<file path="src/rtl/riscv_br_pkg.sv">
// riscv_br_pkg: branch funct3 encodings and branch-resolve FSM states
package riscv_br_pkg;
    localparam logic [2:0] F3_BEQ  = 3'b000;
    localparam logic [2:0] F3_BNE  = 3'b001;
    localparam logic [2:0] F3_BLT  = 3'b100;
    localparam logic [2:0] F3_BGE  = 3'b101;
    localparam logic [2:0] F3_BLTU = 3'b110;
    localparam logic [2:0] F3_BGEU = 3'b111;
    typedef enum logic [1:0] {IDLE, REDIRECT, SQUASH} br_state_t;
endpackage

</file>
<file path="src/rtl/br_decide.sv">
// br_decide: combinational taken/illegal decision from funct3 and comparator flags
module br_decide
    import riscv_br_pkg::*;
(
    input  logic       isBranch,
    input  logic       isJump,
    input  logic [2:0] funct3,
    input  logic       brEq,
    input  logic       brLt,
    output logic       taken,
    output logic       illegal
);
    logic cond;
    // Jumps are always taken and override any branch decode; 010/011 never take
    always_comb begin
        cond = (funct3 == F3_BEQ) ? brEq :
               (funct3 == F3_BNE) ? ~brEq :
               (funct3 == F3_BLT || funct3 == F3_BLTU) ? brLt :
               (funct3 == F3_BGE || funct3 == F3_BGEU) ? ~brLt : 1'b0;
        taken = isJump | (isBranch & cond);
        illegal = isBranch & ~isJump & (funct3[2:1] == 2'b01);
    end
endmodule

</file>
<file path="src/rtl/branch_resolve.sv">
// branch_resolve: EX-stage branch resolution, PC redirect and IF/ID flush window (optional BR_PERF_CNT_EN counters)
module branch_resolve
    import riscv_br_pkg::*;
#(
    parameter int XLEN = 32,
    parameter int FLUSH_CYCLES = 2
`ifdef BR_PERF_CNT_EN
    ,
    parameter int CNT_W = 32
`endif
) (
    input  logic            clk,
    input  logic            rst_n,
    input  logic            valid_i,
    input  logic            is_branch_i,
    input  logic            is_jump_i,
    input  logic [2:0]      funct3_i,
    input  logic            stall_i,
    input  logic            BrEq,
    input  logic            BrLT,
    input  logic [XLEN-1:0] target_i,
    output logic            BrUn,
    output logic            PCSel,
    output logic [XLEN-1:0] redirect_pc_o,
    output logic            flush_o,
    output logic            misalign_o,
    output logic            illegal_o
`ifdef BR_PERF_CNT_EN
    ,
    output logic [CNT_W-1:0] br_cnt_o,
    output logic [CNT_W-1:0] taken_cnt_o
`endif
);
    br_state_t state, nextState;
    logic [2:0] cnt, nextCnt;
    logic taken, illegal, accept, aligned, go;

    br_decide uDecide (
        .isBranch(is_branch_i),
        .isJump  (is_jump_i),
        .funct3  (funct3_i),
        .brEq    (BrEq),
        .brLt    (BrLT),
        .taken   (taken),
        .illegal (illegal)
    );

    // Accept only in IDLE so wrong-path instructions during a flush are dropped
    always_comb begin
        BrUn = funct3_i[1];
        accept = valid_i & ~stall_i & (state == IDLE);
        aligned = (target_i[1:0] == 2'b00);
        go = accept & taken & aligned;
    end

    // Next-state logic; a stall freezes both the state and the flush counter
    always_comb begin
        nextState = state;
        nextCnt = cnt;
        if (!stall_i) begin
            case (state)
                IDLE: nextState = go ? REDIRECT : IDLE;
                REDIRECT: begin
                    nextState = (FLUSH_CYCLES > 1) ? SQUASH : IDLE;
                    nextCnt = 3'(FLUSH_CYCLES - 1);
                end
                SQUASH: begin
                    nextCnt = cnt - 3'd1;
                    nextState = (cnt == 3'd1) ? IDLE : SQUASH;
                end
                default: nextState = IDLE;
            endcase
        end
    end

    // State, counter and registered outputs; PCSel/flush derive from the next state
    always_ff @(posedge clk) begin
        if (!rst_n) begin
            state <= IDLE;
            cnt <= 3'd0;
            PCSel <= 1'b0;
            flush_o <= 1'b0;
            redirect_pc_o <= '0;
            misalign_o <= 1'b0;
            illegal_o <= 1'b0;
        end else begin
            state <= nextState;
            cnt <= nextCnt;
            PCSel <= (nextState == REDIRECT);
            flush_o <= (nextState != IDLE);
            if (go) redirect_pc_o <= target_i;
            misalign_o <= accept & taken & ~aligned;
            illegal_o <= accept & illegal;
        end
    end

`ifdef BR_PERF_CNT_EN
    // Performance counters over accepted instructions, wrapping naturally
    always_ff @(posedge clk) begin
        if (!rst_n) begin
            br_cnt_o <= '0;
            taken_cnt_o <= '0;
        end else begin
            if (accept & is_branch_i) br_cnt_o <= br_cnt_o + 1'b1;
            if (accept & taken) taken_cnt_o <= taken_cnt_o + 1'b1;
        end
    end
`endif
endmodule
</file>
<file path="config.mk">
export PLATFORM = sky130hd
export DESIGN_NAME = branch_resolve
export DESIGN_NICKNAME = d
export VERILOG_FILES = /design/src/rtl/riscv_br_pkg.sv /design/src/rtl/br_decide.sv /design/src/rtl/branch_resolve.sv
export SDC_FILE = /design/constraint.sdc
export NUM_CORES = 1
export LEC_CHECK = 0
export CAP_MARGIN = 20
export CORE_AREA = 2 2 86 68
export DETAILED_ROUTE_END_ITERATION = 10
export DIE_AREA = 0 0 88 70
export GPL_TIMING_DRIVEN = 0
export HOLD_SLACK_MARGIN = 0.03
export PLACE_DENSITY = 0.67
export SLEW_MARGIN = 20
export SYNTH_ARGS = -nofsm -noshare
export SYNTH_HDL_FRONTEND = slang
export SYNTH_SLANG_ARGS = --single-unit
</file>
<file path="constraint.sdc">
create_clock -name clk -period 2.1 [get_ports clk]
set_input_delay 0.63 -clock clk [delete_from_list [all_inputs] [get_ports clk]]
set_output_delay 0.63 -clock clk [all_outputs]
set_load 0.1 [all_outputs]
</file>
==> results of run 1 <==
==> critical path: cells and delay by family <==
kind / cells / cell delay (ps)
buffers and inverters: 3 / 810
==> registers in the layout, summed over array words and instances (netlist names) <==
signal,count
illegal_o,1
cnt,3
state,2
PCSel,1
misalign_o,1
redirect_pc_o,32
flush_o,1
==> cell usage in the layout (no fill, tap or decap), drive strengths merged, types with 2 or more instances in the layout <==
cell type / count
nor2: 4
and3: 2
nor2b: 2
clkdlybuf4s15: 7
nand3: 31
ha: 4
a21oi: 34
xnor2: 2
clkbuf: 43
inv: 7
buf: 15
nand2: 7
dfxtp: 41
clkdlybuf4s50: 41
o21ai: 33
==> routing by layer <==
metal,up-vias,GRT usage
met3,5,0.0496
li1,884,-
met1,807,0.227
met2,55,0.217
met4,0,0.0410
met5,-,0
==> worst paths after layout <==
check | end | depth (start not counted) | slack, ps
worst min register to register | cnt[1] | 2 | 460
worst max register to register | redirect_pc_o[16] | 7 | 550
worst max-delay path | BrUn | 3 | 30
worst min-delay path | cnt[1] | 2 | 460
==> stage by stage <==
step	total power [µW]	hold WS (ps)	setup TNS, ps	area [µm²]	utilization
2_1_floorplan	1000	432	0	1790	-
6_report	1790	460	0	2740	0.505
3_5_place_dp	1130	458	-9060	2680	0.494
3_3_place_gp	1130	442	-8820	2680	0.494
5_1_grt	1860	500	0	2740	0.505
4_1_cts	1780	468	0	2800	0.516
==> power by group through the flow <==
stage / clock [µW] / combinational (µW) / sequential (µW)
2_1_floorplan: 0 / 113 / 887
3_3_place_gp: 0 / 322 / 812
3_5_place_dp: 0 / 321 / 812
4_1_cts: 668 / 320 / 794
5_1_grt: 705 / 358 / 795
6_report: 657 / 339 / 794
==> cell families (layout without fill, tap and decap cells) <==
kind of cell	Yosys count	in the layout
AO/OA/AOI/OAI	72	72
AND/OR/NAND/NOR	55	55
buffers and inverters	25	116
XOR/XNOR	2	2
flip-flops	41	41
adder cells (fa/ha/maj)	4	4
==> repair_timing <==
item,in CTS,in global routing
resized for setup,80,44
buffers inserted,0,2
gates cloned,0,3
setup endpoints to repair,37,63
==> final cells by class <==
cell class	instances	share of cell area
Inverter	8	0.0109
Multi-Input combinational cell	133	0.294
Sequential cell	41	0.299
Tap cell	78	0.0356
Timing Repair Buffer	84	0.266
Clock inverter	1	0.0109
Buffer	16	0.0520
Clock buffer	7	0.0315
==> results.txt, run 1 <==
status = completed
CP max stage delay = 510 ps
Cell Count, Final, Fillers Out = 368
worst hold path class = reg -> reg
Avg Vias per Cell = 4.76
FP Rows = 24
num ports = 80
final wirelength = 4760 µm
slowest CP cell = clkdlybuf4s50_1
warnings from Yosys = 0
Synth Area in XOR/XNOR = 0.00976
most numerous cell in the Yosys netlist = dfxtp_1
most common library cells after synthesis = 41 x dfxtp_1, 34 x a21oi_1, 29 x o21ai_1
Synth Area in Simple Gates = 0.183
final-report setup violation count = 0
hold_sp = cnt[1]
Final Hold Viols = 0
synthesis-to-layout area growth = 52.9%
WL per Instance = 12.9 µm
Post-Synthesis Cells = 199
Comb power frac = 0.189
Arrival @ worst endpoint = 1440 ps
required time worst endpoint = 1470 ps
Root Driver = clkbuf_8
number of global-route vias before repair = 1651
Final Critical Period = 2070 ps
sw power = 467 µW
fin nets = 336
placed cells = 356
multi-input logic area = 807 µm²
mux contribution to synthesized area = 0
antenna violations before repair = 0
Startpoint Class = input pin
VDD IR-drop max = 380 µV
Cell Pwr Density = 652 mW/mm²
ANT cells = 0
synthesized netlist net count = 246
Top Metal Used = met4
HPWL after DPL = 3300 µm
total track usage = 0.155
first-pass GRT wire length = 7600 µm
H-tree Lvls = 2
first-pass detailed-route iteration total = 4
register area share after synthesis = 0.457
Reg area = 821 µm²
Met2 Wirelength = 1980 µm
top cells by area, synth = dfxtp_1 46%, a21oi_1 9.5%, o21ai_1 8.1%
RePlAce Congestion = 0.750
RR Startpoint = state[0]
Die Ht = 70 µm
Rel. slew slack = 0.349
core area = 0.00544 mm²
main combinational cell family by area after synthesis = compound AO/OA/AOI/OAI gates
Distinct cells, synth = 34
worst path cell trace = clkdlybuf4s50_1 > buf_4 > buf_12
Int Pwr = 1320 µW
Clock transition at path regs = 70 ps
mapped cell area = 0.00179 mm²
chip width = 88 µm
post-route ant nets = 0
die area = 0.00616 mm²
area leader, netlist = dfxtp_1
Post-CTS Hold Fix Bufs = 0
Clk network pwr share = 0.367
ys flop type = dfxtp_1
clk_lat worst skew = 290 ps
sequential share of power = 0.444
asr flop ratio synth = 0
top cell type's share of synthesized area = 0.457
Max Cap Viol = 0
largest net degree at the start of global routing = 13
Initial DRC Count = 74
share of cells above drive strength 1 = 0.248
switching portion of total power = 0.261
crit path from = funct3_i[1]
Final Max Slew Viols = 0
Port Buffer Count = 79
Compound-Gate Fraction of Synth Area = 0.227
Starting Density = 0.330
Post-Synth Adder-Cell Area = 0.0279
leakage power = 0.00105 µW
CTS tree = built
#FFs+latches synth = 41
FILL cells = 548
crit path max fanout = 3
DRT met1 WL = 2360 µm
mean post-synth cell area = 9.02 µm²
# DRC = 0
clk_skew = 6.89 ps
Met3 Wirelength = 371 µm
achievable frequency = 483 MHz
EDFF count, synth = 0
dpl ws = -901 ps
# clock sinks = 41
Overflow after GRT = 0
total CTS buffers = 5
final worst setup slack = 30.0 ps
via count = 1751
RSZ-0062 raised after global routing = no
final worst path period share = 0.986
Clock Tree Buf Depth = 2
Crit. End Element = primary output
worst-margin pin slew = 981 ps
kind of critical path = in -> out
(Power assumes the default switching activity.)
==> run 2: changes to the inputs <==
CELL_PAD_IN_SITES_DETAIL_PLACEMENT = 1   (was unset)
CELL_PAD_IN_SITES_GLOBAL_PLACEMENT = 2   (was unset)
CORE_AREA = 2 2 105 82   (was 2 2 86 68)
DIE_AREA = 0 0 107 84   (was 0 0 88 70)
PLACE_DENSITY = unset   (was 0.67)
PLACE_DENSITY_LB_ADDON = 0.1   (was unset)
==> results.txt, run 2 (same netlist as run 1, synthesis figures left out) <==
final-report setup violation count = 0 (unchanged)
FILL cells = 952 (+74%)
Final Hold Viols = 0 (unchanged)
crit path max fanout = 1 (-2)
Post-DP Area = 0.00272 mm² (+1.4%)
Clock transition at path regs = 80 ps (about the same)
post-route ant nets = 0 (unchanged)
Crit. End Element = primary output
Worst path depth = 1 (-2)
clk_lat worst skew = 290 ps (about the same)
slowest CP cell = clkdlybuf4s15_1
Die Ht = 84 µm (+20%)
CTS tree = built
chip width = 107 µm (+22%)
delay-heaviest family, CP = buffers and inverters
Finished Cell Area = 0.00278 mm² (+1.4%)
number of global-route vias before repair = 1853 (+12%)
Starting Density = 0.222 (-0.108)
Root Driver = clkbuf_8
final wirelength = 5670 µm (+19%)
final setup TNS = 0 ps (unchanged)
worst-margin pin slew = 956 ps (-24.4 ps)
post-CTS setup repair buffer count = 0 (unchanged)
first-pass GRT wire length = 9540 µm (+26%)
Worst Path Buf+Inv = 1 (-2)
WL per Instance = 14.4 µm (+11%)
Overflow after GRT = 0 (unchanged)
Hold Path Depth = 2 (unchanged)
Final Max Slew Viols = 0 (unchanged)
clk_skew = 4.94 ps (-1.95 ps)
required time worst endpoint = 1470 ps (about the same)
share of cells above drive strength 1 = 0.241 (-0.00702)
# DRC = 0 (unchanged)
Cell Pwr Density = 586 mW/mm² (-10%)
FP Rows = 29 (+21%)
core area = 0.00809 mm² (+49%)
synthesis-to-layout area growth = 55.1%
RSZ-0062 raised after global routing = no
R2R depth = 8 (+1)
HPWL after DPL = 4050 µm (+22%)
worst hold path class = reg -> reg
number of flip-flops in the largest register = 32 (unchanged)
most frequent cells in the layout = 41 x dfxtp_1, 40 x clkdlybuf4s50_1, 34 x a21oi_1
RePlAce Congestion = 0.689 (-8.1%)
achievable frequency = 488 MHz (+1.1%)
total track usage = 0.134 (-0.0204)
Final Critical Period = 2050 ps (-22.7 ps)
Initial DRC Count = 43 (-42%)
commonest non-fill, non-tap cell in the layout = dfxtp_1
Arrival @ worst endpoint = 1420 ps (-20 ps)
VDD IR-drop max = 202 µV (-47%)
fin nets = 332 (-1.2%)
Avg Vias per Cell = 4.45 (-6.5%)
Startpoint Class = flip-flop
Total Power = 1630 µW (-8.9%)
register with the most flip-flops = redirect_pc_o
Clock Tree Buf Depth = 2 (unchanged)
via count = 1752 (+0.057%)
Max Cap Viol = 0 (unchanged)
num ports = 80 (unchanged)
antenna violations before repair = 0 (unchanged)
Final Core Density = 0.344 (-0.161)
biggest regs = redirect_pc_o x32, cnt x3, state x2
kind of critical path = reg -> out
largest net degree at the start of global routing = 13 (unchanged)
status = completed
leakage power = 0.000999 µW (-5.1%)
CP max stage delay = 820 ps (+310 ps)
Rel. slew slack = 0.365 (+0.0162)
first-pass detailed-route iteration total = 4 (unchanged)
worst path cell trace = clkdlybuf4s15_1
die area = 0.00899 mm² (+46%)
final worst path period share = 0.975 (-0.0108)
# clock sinks = 41 (unchanged)
Port Buffer Count = 79 (unchanged)
hold_ws = 458 ps (-2.70 ps)
H-tree Lvls = 2 (unchanged)
ANT cells = 0 (unchanged)
total CTS buffers = 5 (unchanged)
run 2: cell types whose count changed in the layout (fill, tap and decap cells not counted), sizes merged:
cell	previous run	this run
buf	15	12
bufinv	1	0
clkbuf	43	26
clkdlybuf4s15	7	22
clkdlybuf4s50	41	40
clkinv	1	3
dlymetal6s2s	1	2
run 2: per-layer routing:
metal	track usage	vias up	wire length, µm
met1	0.196	814	2970
met4	0.0425	0	75
met2	0.191	54	2320
li1	-	877	-
met3	0.0343	7	310
met5	0	-	0
run 2: worst paths after layout:
check | from | slack [ps] | to
max | flush_o | 50 | flush_o
min reg2reg | cnt[1] | 460 | cnt[1]
min | cnt[1] | 460 | cnt[1]
max reg2reg | state[0] | 460 | redirect_pc_o[26]
run 2: through the flow:
| step | setup slack (ps) | std cells |
|---|---|---|
| finish | 52.7 | 394 |
| global route | 2.47 | 394 |
| CTS | 0.736 | 394 |
| detailed placement | -907 | 386 |
| global placement | -908 | 386 |
| floorplan | 331 | 199 |
run 2: report_power, final:
part	switching (µW)	internal, µW	total, µW
logic	193	132	324
registers	5.82	788	794
clock network	281	231	512
total	479	1150	1630
run 2: layout make-up:
class                           count  area [µm²]  area share
Buffer                             17         146      0.0526
Multi-Input combinational cell    133         807       0.290
Tap cell                          108         135      0.0486
Clock buffer                        6        72.6      0.0261
Inverter                            8        30.0      0.0108
Timing Repair Buffer               79         761       0.273
Clock inverter                      2        10.0     0.00360
Sequential cell                    41         821       0.295
run 2: what timing repair did:
action | 4_1_cts | 5_1_grt
resized for setup | 102 | 20
setup endpoints to repair | 58 | 44
hold buffers | 0 | 0
==> run 3: changes to the inputs <==
MAX_ROUTING_LAYER = met4   (was unset)
==> results.txt, run 3 (same netlist as run 1, synthesis figures left out) <==
status = completed
register with the most flip-flops = redirect_pc_o
synthesis-to-layout area growth = 55.1% (unchanged)
first-pass GRT wire length = 9530 µm (-0.15%)
CP max stage delay = 820 ps (about the same)
# clock sinks = 41 (unchanged)
clk_skew = 4.91 ps (-0.0288 ps)
Post-CTS Hold Fix Bufs = 0 (unchanged)
final wirelength = 5680 µm (+0.21%)
number of flip-flops in the largest register = 32 (unchanged)
Port Buffer Count = 79 (unchanged)
ANT cells = 0 (unchanged)
HPWL after DPL = 4050 µm (unchanged)
sw power = 480 µW (+0.24%)
required time worst endpoint = 1470 ps (about the same)
total track usage = 0.138 (+0.00396)
RePlAce Congestion = 0.697 (+1.0%)
Finished Cell Area = 0.00278 mm² (unchanged)
kind of critical path = reg -> out
Starting Density = 0.222 (unchanged)
RSZ-0062 raised after global routing = no
worst-margin pin slew = 956 ps (+0.196 ps)
Overflow after GRT = 0 (unchanged)
via count = 1754 (+0.11%)
VDD IR-drop max = 202 µV (about the same)
Final Hold Viols = 0 (unchanged)
Cell Count, Final, Fillers Out = 394 (unchanged)
switching portion of total power = 0.294 (+0.000495)
final-report setup violation count = 0 (unchanged)
share of cells above drive strength 1 = 0.241 (unchanged)
commonest non-fill, non-tap cell in the layout = dfxtp_1
number of global-route vias before repair = 1859 (+0.32%)
achievable frequency = 488 MHz (about the same)
chip width = 107 µm (unchanged)
Int Pwr = 1150 µW (about the same)
antenna violations before repair = 0 (unchanged)
Root Driver = clkbuf_8
Final Max Slew Viols = 0 (unchanged)
die area = 0.00899 mm² (unchanged)
dpl ws = -907 ps (unchanged)
clk_lat worst skew = 290 ps (about the same)
Comb power frac = 0.199 (about the same)
final worst setup slack = 52.2 ps (-0.504 ps)
Clk network pwr share = 0.314 (about the same)
slowest CP cell = clkdlybuf4s15_1
Worst Path Buf+Inv = 1 (unchanged)
fin nets = 332 (unchanged)
Cell Pwr Density = 586 mW/mm² (about the same)
Avg Vias per Cell = 4.45 (+0.11%)
CTS tree = built
H-tree Lvls = 2 (unchanged)
# DRC = 0 (unchanged)
first-pass detailed-route iteration total = 4 (unchanged)
worst hold path class = reg -> reg
biggest regs = redirect_pc_o x32, cnt x3, state x2
post-route ant nets = 0 (unchanged)
placed cells = 386 (unchanged)
delay-heaviest family, CP = buffers and inverters
Crit. End Element = primary output
Clock Tree Buf Depth = 2 (unchanged)
worst path cell trace = clkdlybuf4s15_1
final worst path period share = 0.975 (about the same)
WL per Instance = 14.4 µm (+0.21%)
Post-DP Area = 0.00272 mm² (unchanged)
Die Ht = 84 µm (unchanged)
Max Cap Viol = 0 (unchanged)
crit path max fanout = 1 (unchanged)
Initial DRC Count = 35 (-19%)
most frequent cells in the layout = 41 x dfxtp_1, 40 x clkdlybuf4s50_1, 34 x a21oi_1
core area = 0.00809 mm² (unchanged)
Startpoint Class = flip-flop
hold_ws = 458 ps (+0.00400 ps)
sequential share of power = 0.487 (about the same)
largest net degree at the start of global routing = 13 (unchanged)
Clock transition at path regs = 80 ps (about the same)
num ports = 80 (unchanged)
leakage power = 0.000999 µW (unchanged)
total CTS buffers = 5 (unchanged)
FP Rows = 29 (unchanged)
Final Critical Period = 2050 ps (+0.504 ps)
Arrival @ worst endpoint = 1420 ps (about the same)
Rel. slew slack = 0.365 (about the same)
[run 3: cell counts in the layout (fill, tap and decap cells not counted)]
No cell type changed its count.
[run 3: power groups by stage]
stage / clock network, µW / registers, µW / logic, µW
3_5_place_dp: 0 / 812 / 330
2_1_floorplan: 0 / 887 / 113
6_report: 513 / 794 / 325
3_3_place_gp: 0 / 812 / 332
5_1_grt: 579 / 796 / 347
4_1_cts: 537 / 794 / 330
[run 3: timing repair]
action / CTS / global route
setup endpoints to repair: 58 / 46
setup buffers: 0 / 0
resized for setup: 102 / 20
[run 3: cell type report]
type,count,area (µm²)
Buffer,17,146
Clock buffer,6,72.6
Clock inverter,2,10.0
Fill cell,952,5310
Inverter,8,30.0
Multi-Input combinational cell,133,807
Sequential cell,41,821
Tap cell,108,135
Timing Repair Buffer,79,761
[run 3: routing by layer]
layer,wire length (µm),up-vias,part of all wire,global-route usage
li1,-,873,-,-
met1,2960,822,0.52,0.196
met4,73,0,0.013,0.0425
met3,312,7,0.055,0.0343
met5,0,-,0,-
met2,2330,52,0.41,0.192
[run 3: final timing paths]
kind	startpoint	endpoint	slack (ps)	depth (start not counted)
worst min register to register	cnt[1]	cnt[1]	460	2
worst max-delay path	flush_o	flush_o	50	1
worst max register to register	state[0]	redirect_pc_o[26]	470	8
worst min-delay path	cnt[1]	cnt[1]	460	2
[run 3: worst min-delay path, cell delays in order (launching register included)]
cell	delay, ps
dfxtp_1	310
nand2_1	50
a21oi_1	50
[run 3: through the flow]
step / TNS (ps) / total power [µW] / util
6_report: 0 / 1630 / 0.344
3_5_place_dp: -11590 / 1140 / 0.336
4_1_cts: 0 / 1660 / 0.351
2_1_floorplan: 0 / 1000 / -
5_1_grt: 0 / 1720 / 0.344
3_3_place_gp: -10890 / 1140 / 0.336
==> edit 1: new RTL, flow settings as in run 2 <==
Encoding of `br_state_t`: now one-hot (3 bits for 3 states).
--- a/src/rtl/riscv_br_pkg.sv
+++ b/src/rtl/riscv_br_pkg.sv
@@ -6,6 +6,6 @@
     localparam logic [2:0] F3_BGE  = 3'b101;
     localparam logic [2:0] F3_BLTU = 3'b110;
     localparam logic [2:0] F3_BGEU = 3'b111;
-    typedef enum logic [1:0] {IDLE, REDIRECT, SQUASH} br_state_t;
+    typedef enum logic [2:0] {IDLE = 3'b001, REDIRECT = 3'b010, SQUASH = 3'b100} br_state_t;
 endpackage
 
Function: same outputs for any inputs over 10 cycles, from zero or initial values and one cycle with rst_n low; not proved beyond that.
==> edit 1 against run 2 <==
- die area unchanged
- routed wire length shrank 2.7%
- sequential cell count up 1
- power up 6.1%
- worst setup slack got worse by 0.023 ns
- sequential share of layout area down 1.3 points
- maximum frequency decreased by 1.1%
- final area increased by 7.0%
- area after synthesis grew 6.6%
- largest cell class is now multi-input gates
- highest routed layer unchanged
==> edit 1: results (changes against run 2) <==
setup_path:
  slowest_stage: "clkdlybuf4s50_1"
  rr_worst_depth: 6  # -2
  cp_slowest_stage_delay_ns: 0.51  # -0.31 ns
  worstPathMaxFanout: 3  # +2
  rrSetupSlack_ns: 0.43  # -0.03 ns
synthesis:
  yosys.area_share.xor_xnor_pct: 0.916  # -0.060 points
  synth.avg_cell_area_um2: 9.19  # +1.9%
  syn_nets: 253  # +2.8%
  synth_area_leaders: "dfxtp_1 (44%), o21ai_2 (15%), nand3_1 (6.8%)"
  muxShareOfSynthArea_pct: 0.524  # +0.52 points
  synth_fa_ha_area_share_pct: 1.31  # -1.5 points
  synth_common_cells: "dfxtp_1 (42), nand2_1 (34), o21ai_2 (33)"
pwr:
  leakagePower_nw: 1.11  # +11%
  swShare_pct: 27.0  # -2.4 points
routing:
  drtPass1Iterations: 3  # -1
  finalWirelength_um: 5520  # -2.7%
  via_count: 1768  # +0.91%
  wl_per_cell_um: 13.7  # -4.6%
  drt_iter0_drc: 26  # -40%
sta:
  holdWs_ns: 0.458  # +0.000425 ns
  skew_ns: 0.00331  # -0.00163 ns
placement:
  hpwlAfterDp_um: 4150  # +2.6%
  placed_cell_area_um2: 2830  # +4.0%
  dp_worst_setup_slack_ns: -0.906  # +0.00137 ns
  port_buffers: 78  # -1.3%
  dp_cells: 394  # +2.1%
grt:
  grt_pass1_wl_um: 9100  # -4.6%
  grtUsageTotal_pct: 12.8  # -0.63 points
final_layout:
  drive_above_1_share_pct: 34.0  # +9.9 points
  final_util_pct: 36.8  # +2.4 points
run_status:
  run_status: "finished, final reports clean"
hold_path:
  holdPathEnd: "redirect_pc_o[15]"
-- edit 1: power by group through the flow --
stage / clock, mW / sequential (mW) / combinational, mW
after floorplan: 0 / 0.908 / 0.0963
after global placement: 0 / 0.834 / 0.301
after detailed placement: 0 / 0.834 / 0.301
after CTS: 0.647 / 0.816 / 0.305
after global routing: 0.684 / 0.817 / 0.321
final: 0.614 / 0.815 / 0.300
-- edit 1: timing repair --
| action | 4_1_cts | 5_1_grt |
|---|---|---|
| pin swaps | 1 | 0 |
| setup endpoints to repair | 67 | 10 |
| resized for setup | 109 | 10 |
-- edit 1: kinds of logic after synthesis --
family	count (synthesis)
simple gates	88
buf+inv	21
mux	1
compound gates	52
fa+ha+maj	2
xor+xnor	2
flops	42
-- edit 1: worst max path at each step --
stage,from,endpoint,slack [ns],depth (start not counted)
final,funct3_i[1],BrUn,0.03,3
after CTS,redirect_pc_o[20],redirect_pc_o[20],0.002,1
after global placement,funct3_i[1],BrUn,-0.91,3
after detailed placement,funct3_i[1],BrUn,-0.91,3
after floorplan,funct3_i[0],redirect_pc_o[10],0.39,6
after global routing,funct3_i[0],redirect_pc_o[5],-0.005,7
-- edit 1: cell type report --
type	instances	area (um^2)	share of cell area (%)
Multi-Input combinational cell	145	968	32.5
Sequential cell	42	841	28.2
Timing Repair Buffer	78	788	26.5
Tap cell	108	135	4.54
Buffer	17	120	4.03
Clock buffer	8	110	3.70
Inverter	4	15.0	0.504
-- edit 1: layer usage --
metal	vias to the layer above	global-route usage [%]	wire length, um
li1	896	-	-
met1	822	17.0	2800
met2	48	19.6	2330
met3	2	4.29	351
met4	0	3.90	42
met5	-	0	0
-- edit 1: critical path, delay by kind of cell --
kind	cells	cell delay (ns)
buffers and inverters	3	0.81
==> edit 2: new RTL, config.mk and constraints of run 2 <==
Made on the original files. `XLEN`: 32 -> 64.
--- a/src/rtl/branch_resolve.sv
+++ b/src/rtl/branch_resolve.sv
@@ -2,7 +2,7 @@
 module branch_resolve
     import riscv_br_pkg::*;
 #(
-    parameter int XLEN = 32,
+    parameter int XLEN = 64,
     parameter int FLUSH_CYCLES = 2
 `ifdef BR_PERF_CNT_EN
     ,
Ports: changed (resized redirect_pc_o and target_i); port bits go from 80 to 144. No check against the original RTL was run, so the function may have changed too.
==> edit 2 against run 2 <==
- routed wire length up 82%
- sequential power is 79% higher
- power is 86% higher
- area after synthesis is 63% higher
- sequential cell count grew 32
- via count grew 81%
- maximum frequency is 2.7% higher
- largest power group unchanged
- hold slack better by 0.0074 ns
- worst setup slack improved by 0.053 ns
- sequential share of layout area up 0.088 points
- combinational power rose by 80%
- clock skew rose by 0.0048 ns
- final area grew 78%
- core utilization increased by 27 points
==> edit 2: results (changes against run 2) <==
routing:
  wl_met2_um: 4880  # +110%
  dr.max_layer_used: "met4"
  via_count: 3168  # +81%
  m1WireLength_um: 4540  # +53%
  routed_via_density: 5.17  # +16%
  drt_iter0_drc: 104  # +140%
  met3_length_um: 807  # +160%
setup_path:
  worstPathMaxFanout: 10  # +9
  rrSetupSlack_ns: 0.33  # -0.13 ns
  cp_slowest_stage_delay_ns: 0.45  # -0.37 ns
  slowest_stage: "clkdlybuf4s50_1"
placement:
  port_buffers: 143  # +81%
  place.gp.congestion: 0.758  # +10%
  dp_worst_setup_slack_ns: -0.902  # +0.00490 ns
  dp_cells: 595  # +54%
grt:
  grtUsageTotal_pct: 22.9  # +9.5 points
  grt_pass1_wl_um: 16300  # +71%
  grt_use_met1_pct: 27.8  # +8.1 points
  grt_max_degree: 12  # -1
  grt_use_met3_pct: 8.20  # +4.8 points
sta:
  finalWorstSetupSlack_ns: 0.106  # +0.0529 ns
  tightest_slew_ns: 0.574  # -0.382 ns
  skew_ns: 0.00969  # +0.00475 ns
synthesis:
  synth_cell_types: 33  # -2.9%
  syn_nets: 423  # +72%
  ys_seq_area_share_pct: 50.1  # +4.4 points
  synth_cells: 344  # +73%
  synth_area_leaders: "dfxtp_1 (50%), a21oi_1 (11%), nand3_1 (11%)"
clock_network:
  postCtsSetupBuffers: 2  # +2
  htreeDepth: 3  # +1
  worstSkewPairLatency_ns: 0.34  # +0.05 ns
  cts_resized: 267  # +160%
  numCtsBuffers: 9  # +4
run_status:
  run_status: "finished, final reports clean"
final_layout:
  fillers: 949  # -0.32%
  fin_nets: 580  # +75%
  drive_above_1_share_pct: 26.7  # +2.6 points
  largestRegisters: "redirect_pc_o: 64 flops, cnt: 3 flops, state: 2 flops"
pwr:
  ir_worst_vdd_mv: 0.319  # +58%
  leakagePower_nw: 1.72  # +72%
-- edit 2: path summary, 6_finish.rpt --
check | startpoint | endpoint
setup reg to reg | state[0] | redirect_pc_o[30]
setup / recovery | funct3_i[0] | redirect_pc_o[26]
hold / removal | cnt[1] | cnt[1]
hold reg to reg | cnt[1] | cnt[1]
-- edit 2: cell families (layout without fill, tap and decap cells) --
family / count (synthesis) / in the layout / share of synthesized area [%]
xor+xnor: 2 / 2 / 0.601
flops: 73 / 73 / 50.1
compound gates: 136 / 136 / 24.6
fa+ha+maj: 4 / 4 / 1.72
simple gates: 87 / 87 / 15.4
buf+inv: 42 / 203 / 7.55
-- edit 2: where the power goes --
group          switching [mW]  internal (mW)  leakage, nW
Combinational           0.346          0.237         1.03
Sequential             0.0116           1.40        0.589
Clock                   0.496          0.537       0.0929
-- edit 2: final cells by class --
class | count | area, um^2 | share of cell area [%]
buffer | 34 | 270 | 5.47
clock buffer | 11 | 131 | 2.66
clock inverter | 4 | 45.0 | 0.912
inverter | 8 | 30.0 | 0.608
multi-input combinational | 229 | 1300 | 26.4
sequential | 73 | 1460 | 29.6
tap | 108 | 135 | 2.74
timing repair buffer | 146 | 1560 | 31.6
-- edit 2: per-stage QoR --
| step | power, mW | utilization [%] | area, um^2 | setup TNS, ns | hold WS, ns |
|---|---|---|---|---|---|
| 2_1_floorplan | 1.74 | - | 2920 | 0 | 0.432 |
| 3_3_place_gp | 1.98 | 55.4 | 4480 | -27.38 | 0.440 |
| 3_5_place_dp | 1.98 | 55.4 | 4480 | -30.50 | 0.461 |
| 4_1_cts | 3.04 | 59.6 | 4820 | -0.321 | 0.471 |
| 5_1_grt | 3.16 | 61.0 | 4940 | 0 | 0.488 |
| 6_report | 3.03 | 61.0 | 4940 | 0 | 0.465 |
